`src/rtl/divisor_frc_prog_if.sv`:
```
// Control and status bundle for the programmable clock divider.
// Master drives enable/restart/load; slave returns waveform and handshake.
interface divisor_frc_prog_if #(
    parameter int WIDTH = 26
);
    logic             en;
    logic             restart;
    logic [WIDTH-1:0] div_in;
    logic             div_load;
    logic             clk2;
    logic             tick;
    logic             div_pend;
    logic             div_ack;
    logic             div_err;

    modport master (
        output en, restart, div_in, div_load,
        input  clk2, tick, div_pend, div_ack, div_err
    );

    modport slave (
        input  en, restart, div_in, div_load,
        output clk2, tick, div_pend, div_ack, div_err
    );
endinterface

```
`src/rtl/divisor_frc_prog.sv`:
```
// Runtime-programmable divider: square wave plus per-period tick.
// New ratios are staged and swapped in only at period boundaries.
module divisor_frc_prog #(
    parameter int WIDTH       = 26,
    parameter int DIV_DEFAULT = 50_000_000
) (
    input logic               clk,
    input logic               rst,
    divisor_frc_prog_if.slave bus
);
    localparam logic [WIDTH-1:0] DIV_RST = WIDTH'(DIV_DEFAULT);

    logic [WIDTH-1:0] div_q, div_d;
    logic [WIDTH-1:0] pend_q, pend_d;
    logic [WIDTH-1:0] cnt_q, cnt_d;
    logic             clk2_q, clk2_d;
    logic             tick_q, tick_d;
    logic             pflag_q, pflag_d;
    logic             ack_q, ack_d;
    logic             err_q, err_d;
    logic             wrap;

    assign wrap = (cnt_q == div_q - WIDTH'(1));

    always_comb begin
        div_d   = div_q;
        pend_d  = pend_q;
        cnt_d   = cnt_q;
        pflag_d = pflag_q;
        tick_d  = 1'b0;
        ack_d   = 1'b0;
        err_d   = 1'b0;

        if (bus.restart) begin
            cnt_d = '0;
        end else if (bus.en) begin
            if (wrap) begin
                cnt_d  = '0;
                tick_d = 1'b1;
                if (pflag_q) begin
                    div_d   = pend_q;
                    pflag_d = 1'b0;
                    ack_d   = 1'b1;
                end
            end else begin
                cnt_d = cnt_q + WIDTH'(1);
            end
        end else if (pflag_q) begin
            // Frozen counter: apply immediately from a clean phase.
            div_d   = pend_q;
            cnt_d   = '0;
            pflag_d = 1'b0;
            ack_d   = 1'b1;
        end

        // Capture after application so a same-edge load stays pending.
        if (bus.div_load) begin
            if (bus.div_in < WIDTH'(2)) begin
                err_d = 1'b1;
            end else begin
                pend_d  = bus.div_in;
                pflag_d = 1'b1;
            end
        end

        clk2_d = (cnt_d >= (div_d >> 1));
    end

    always_ff @(posedge clk) begin
        if (rst) begin
            div_q   <= DIV_RST;
            pend_q  <= '0;
            cnt_q   <= '0;
            clk2_q  <= 1'b0;
            tick_q  <= 1'b0;
            pflag_q <= 1'b0;
            ack_q   <= 1'b0;
            err_q   <= 1'b0;
        end else begin
            div_q   <= div_d;
            pend_q  <= pend_d;
            cnt_q   <= cnt_d;
            clk2_q  <= clk2_d;
            tick_q  <= tick_d;
            pflag_q <= pflag_d;
            ack_q   <= ack_d;
            err_q   <= err_d;
        end
    end

    assign bus.clk2     = clk2_q;
    assign bus.tick     = tick_q;
    assign bus.div_pend = pflag_q;
    assign bus.div_ack  = ack_q;
    assign bus.div_err  = err_q;
endmodule

```
`src/flat_wrapper.sv`:
```
// flat-port wrapper written by rule: the top's interface ports become plain ports
module divisor_frc_prog_flat 
#(
    parameter int WIDTH       = 26,
    parameter int DIV_DEFAULT = 50_000_000
)
  (clk, rst, bus_en, bus_restart, bus_div_in, bus_div_load, bus_clk2, bus_tick, bus_div_pend, bus_div_ack, bus_div_err);
  divisor_frc_prog_if #(.WIDTH(WIDTH)) bus_i ();
  input logic clk;
  input logic rst;
  input wire logic [$bits(bus_i.en)-1:0] bus_en;
  input wire logic [$bits(bus_i.restart)-1:0] bus_restart;
  input wire logic [$bits(bus_i.div_in)-1:0] bus_div_in;
  input wire logic [$bits(bus_i.div_load)-1:0] bus_div_load;
  output wire logic [$bits(bus_i.clk2)-1:0] bus_clk2;
  output wire logic [$bits(bus_i.tick)-1:0] bus_tick;
  output wire logic [$bits(bus_i.div_pend)-1:0] bus_div_pend;
  output wire logic [$bits(bus_i.div_ack)-1:0] bus_div_ack;
  output wire logic [$bits(bus_i.div_err)-1:0] bus_div_err;
  assign bus_i.en = bus_en;
  assign bus_i.restart = bus_restart;
  assign bus_i.div_in = bus_div_in;
  assign bus_i.div_load = bus_div_load;
  assign bus_clk2 = bus_i.clk2;
  assign bus_tick = bus_i.tick;
  assign bus_div_pend = bus_i.div_pend;
  assign bus_div_ack = bus_i.div_ack;
  assign bus_div_err = bus_i.div_err;
  divisor_frc_prog #(.WIDTH(WIDTH), .DIV_DEFAULT(DIV_DEFAULT)) u_core (.clk(clk), .rst(rst), .bus(bus_i));
endmodule
```
`config.mk`:
```
export PLATFORM = sky130hd
export DESIGN_NAME = divisor_frc_prog_flat
export DESIGN_NICKNAME = d
export VERILOG_FILES = /design/src/rtl/divisor_frc_prog_if.sv /design/src/rtl/divisor_frc_prog.sv /design/src/flat_wrapper.sv
export SDC_FILE = /design/constraint.sdc
export NUM_CORES = 1
export LEC_CHECK = 0
export BUFFER_PORTS_ARGS = -buffer_cell sky130_fd_sc_hd__buf_4
export CORE_MARGIN = 10
export CORE_UTILIZATION = 30
export CTS_CLUSTER_DIAMETER = 150
export DETAILED_ROUTE_END_ITERATION = 8
export PLACE_DENSITY = 0.41
export SLEW_MARGIN = 20
export SYNTH_ARGS = -nofsm -noshare
export SYNTH_HDL_FRONTEND = slang
export SYNTH_SLANG_ARGS = --single-unit
```
`constraint.sdc`:
```
create_clock -name clk -period 9.3 [get_ports clk]
set_input_delay 0.465 -clock clk [delete_from_list [all_inputs] [get_ports clk]]
set_output_delay 0.465 -clock clk [all_outputs]
set_load 0.005 [all_outputs]
```
Word-level counts from Yosys, hierarchy flattened
Index checks and enable logic that the tools add are counted.
Widths: inputs -> output; s select.
{ "totals": {"elab_cells": 42, "in_bits": 31, "register_bits": 83} }
{ "classes": {"reduce_logical": 5, "addsub": 2, "n_mux": 18, "order_cmp": 2, "eq_ne": 2, "n_bitwise": 4} }
{ "ops": {"columns": ["operator", "count"], "rows": [
  ["$mux 26", 8],
  ["$add 26x1->26 const B", 1],
  ["$eq 26x26->1", 1],
  ["$ge 26x25->1", 1],
  ["$lt 26x2->1 const B", 1],
  ["$sub 26x1->26 const B", 1],
  ["$mux 1", 10],
  ["$not 1->1", 4],
  ["$reduce_and 2->1", 2],
  ["$reduce_or 2->1", 2],
  ["$reduce_or 3->1", 1],
  ["$ne 2x1->1 const B", 1]
]} }

Depth between registers and ports, before layout
{ "logic_depth": {"ltp_word": 7, "mapped_depth": 22} }

Worst setup path before layout
No wires, ideal clock.
{ "synth_path": {"path_kind": "register -> register", "start": "reg u_core.div_q[0]", "end": "reg u_core.clk2_q, in the netlist u_core.bus.clk2", "t_required_ns": 9.175, "period_less_slack_ns": 4.631, "path_slack_ns": 4.669, "path_buffers": 3, "path_stages_with_launch": 23, "arrival_ns": 4.506, "path_cell_list": "dfxtp_1 inv_1 ha_1 nor3b_1 nand2_1 nor4_2 xnor2_1 or4_1 or4_1 buf_2 a211oi_2 buf_6 buf_12 mux2i_1 ha_1 a211oi_1 nor2_1 nor4_1 o21ai_0 o21ai_0 a31oi_1 o31ai_1 o21ai_1"} }
{ "synth_between": {"elab_chain_len": 6, "elab_cells_between_ends": 9, "classes_between": "add/sub: 1; order compare: 1; eq/ne: 1; mux: 6"} }
{ "synth_rtl": {"columns": ["item", "line", "rtl"], "rows": [
  ["from (decl)", "divisor_frc_prog.sv:13", "logic [WIDTH-1:0] div_q, div_d;"],
  ["from (signal assigned)", "divisor_frc_prog.sv:80", "div_q <= div_d;"],
  ["$sub 26x1->26 *", "divisor_frc_prog.sv:23", "assign wrap = (cnt_q == div_q - WIDTH'(1));"],
  ["$eq 26x26->1 *", "divisor_frc_prog.sv:23", null],
  ["$mux 26", "divisor_frc_prog.sv:37", "if (wrap) begin"],
  ["$mux 26", "divisor_frc_prog.sv:36", "end else if (bus.en) begin"],
  ["$mux 26", "divisor_frc_prog.sv:34", "if (bus.restart) begin"],
  ["$ge 26x25->1 *", "divisor_frc_prog.sv:66", "clk2_d = (cnt_d >= (div_d >> 1));"],
  ["to (signal assigned)", "divisor_frc_prog.sv:83", "clk2_q <= clk2_d;"],
  ["to (decl)", "divisor_frc_prog.sv:16", "logic clk2_q, clk2_d;"]
]} }
Every way passes the cells marked *; elsewhere a longest branch is shown, timed or not. The select of a mux whose other input is x is not followed.
A chain may end at the register's enable or synchronous reset.

Final worst setup path
Ends and elaborated chain as after synthesis.

==> metrics.cfg <==
[global_routing]
grt.overflow.total = 0
grt_pass1_wl_um = 28310
grt_pass1_vias = 5143
antenna_found_initial = 0
track_usage = 0.1380
grt_max_degree = 86

[drt]
drt-initial-drc-count = 268
ant_nets = 0
drc = 0
wl_um = 17780
via_per_inst = 5.242
vias = 5142
wl_per_cell_um = 18.12
firstDrtPassIters = 4

[floorplanning]
fp-row-count = 50
die_height_um = 159.6
start_util = 0.3083
io_pins = 36
core_sq_um = 18960
dieWidth_um = 159.6
dieArea_sq_um = 25460

[yosys]
synth_flop_cell = dfxtp_1
synth-compound-area-share = 0.1032
synth-async-reset-ratio = 0
synth-simple-area-share = 0.3026
synth_edf_count = 0
synth_nets = 777
muxShareOfSynthArea = 0.1253
yosysSeqAreaShare = 0.2844
syn_inst = 719
yosys_register_bits = 83
synthXorXnorAreaFrac = 0.06595
synth_adder_area_share = 0.05782
ys_warn_count = 0
syn-cell-area_sq_um = 5843
avgSynthCellArea_sq_um = 8.127
synth_top_family_by_area = simple AND/OR/NAND/NOR gates
ys_types = 65

[timing]
rsz0062_at_grt = no
fin_tns_setup_ps = 0
fin_ws_ps = 3282
max_freq_mhz = 166.2
period_share = 0.6471
slew_headroom = 0.3610
hold_violations = 0
hold_ws_ps = 340.7
tightestPinTransition_ps = 955.0
final.min_clock_period_ps = 6018
finalSetupViolCount = 0
skew_ps = 6.169
slew_viol_final = 0

[clocking]
cts_hold_buf = 0
cts.sinks = 83
numCtsBuffers = 9
clock-root-buffer = clkbuf_16
htreeDepth = 3
cts_tree = done
clkTransAtPathRegs_ps = 70
cts_resized = 0
clockBufferDepth = 2
post_cts_buffers = 0
insertion_delay_ps = 350

[layout]
syn_to_final_growth_pct = 10.81
final_common_cell = dfxtp_1
layout.nets = 774
diodes = 0
fillers = 1980
drive_gt1_frac = 0.09431
layout_common_cells = dfxtp_1 (83), nor2_1 (73), nand2_1 (73)

[power]
finalPower_mw = 0.8208
irDropWorstVdd_mv = 0.08251
power.density_nw_per_um2 = 126.8
p_leak_nw = 2.395

[job]
maxCapViolations = 0

[run_status]
status = complete, no violations

[setup_path]
reg2reg_slack_ps = 3280
crit_required_ps = 9590
path_class = register to register
path_max_fanout = 52
critPathCaptureType = register
crit_arrival_ps = 6310
start_kind = register

[placement]
portBuffers = 35
gp_congestion = 0.8698
dp_hpwl_um = 13100
place_ws_ps = 3373

[hold_path]
hold_path.class = input pin to register

-- layer usage --
metal	GRT usage	wire length (um)
met5	0	0
met4	0.07540	660
met3	0.01988	619
met2	0.2344	8708
met1	0.1637	7787
-- synth_stat cells, drive strengths merged, types with 15 or more instances --
cell	instances	area, sq um
dfxtp	83	1662
nand2	73	274.0
nor2	73	274.0
mux2i	72	720.7
clkbuf	39	146.4
o21ai	37	185.2
nor3	35	185.2
nand2b	33	206.5
ha	27	337.8
xnor2	27	236.5
nor4	24	177.7
nand4	17	106.4
xor2	17	148.9
nand3	16	85.08
a21oi	15	75.07
buf	15	163.9
-- area by class of cell --
class | instances | area (sq um) | area share
well taps | 260 | 325.3 | 0.05024
flip-flops and latches | 83 | 1662 | 0.2566
clock inverters | 6 | 48.80 | 0.007536
clock buffers | 10 | 229.0 | 0.03536
multi-input cells | 570 | 3845 | 0.5938
repair buffers | 40 | 320.3 | 0.04947
inverters | 12 | 45.04 | 0.006957
-- kinds of logic (layout without fill, tap and decap cells) --
group	Yosys count	after routing
AOI/OAI and AO/OA	93	93
xor gates and xnor gates	44	44
adders and majority gates	27	27
buffers and inverters	66	68
DFF	83	83
muxes	73	73
and+or+nand+nor	333	333
-- final timing paths --
| kind | start | end | cells past startpoint |
|---|---|---|---|
| min reg2reg | u_core.pend_q[15] | u_core.pend_q[15] | 2 |
| min | bus_div_in[0] | u_core.pend_q[0] | 3 |
| max | u_core.div_q[0] | u_core.bus.clk2 | 21 |
| max reg2reg | u_core.div_q[0] | u_core.bus.clk2 | 21 |
-- state kept, by name, indices dropped and copies added (netlist names) --
| signal | count |
|---|---|
| u_core.div_q | 26 |
| u_core.bus.div_ack | 1 |
| u_core.bus.clk2 | 1 |
| u_core.pend_q | 26 |
| u_core.bus.div_err | 1 |
| u_core.bus.div_pend | 1 |
| u_core.cnt_q | 26 |
| u_core.bus.tick | 1 |
-- where the power goes --
| part | internal [mW] | leakage [nW] | switching [mW] |
|---|---|---|---|
| sequential | 0.365 | 0.676 | 0.0134 |
| clock | 0.184 | 0.126 | 0.169 |
| combinational | 0.0386 | 1.59 | 0.0502 |
-- metrics by stage --
step	cell area [sq um]	util	instances
after floorplan	5843	-	719
after global placement	6170	0.3255	964
after detailed placement	6170	0.3255	964
after CTS	6447	0.3401	980
after global routing	6475	0.3416	981
final	6475	0.3416	981
-- critical path, stage by stage (launching register included) --
cell and delay, ps:
dfxtp_1 380, inv_1 80, ha_1 190, nor3b_1 470
nand2_1 310, nor4_2 360, xnor2_1 90, or4_1 500
or4_1 410, buf_4 280, a211oi_4 260, buf_4 690
mux2i_1 180, ha_1 330, nand4_1 160, nor4_1 480
nor4_1 100, o21ai_0 170, o21ai_0 100, a31oi_1 200
o31ai_1 90, o21ai_1 70
(Power assumes the default switching activity.)
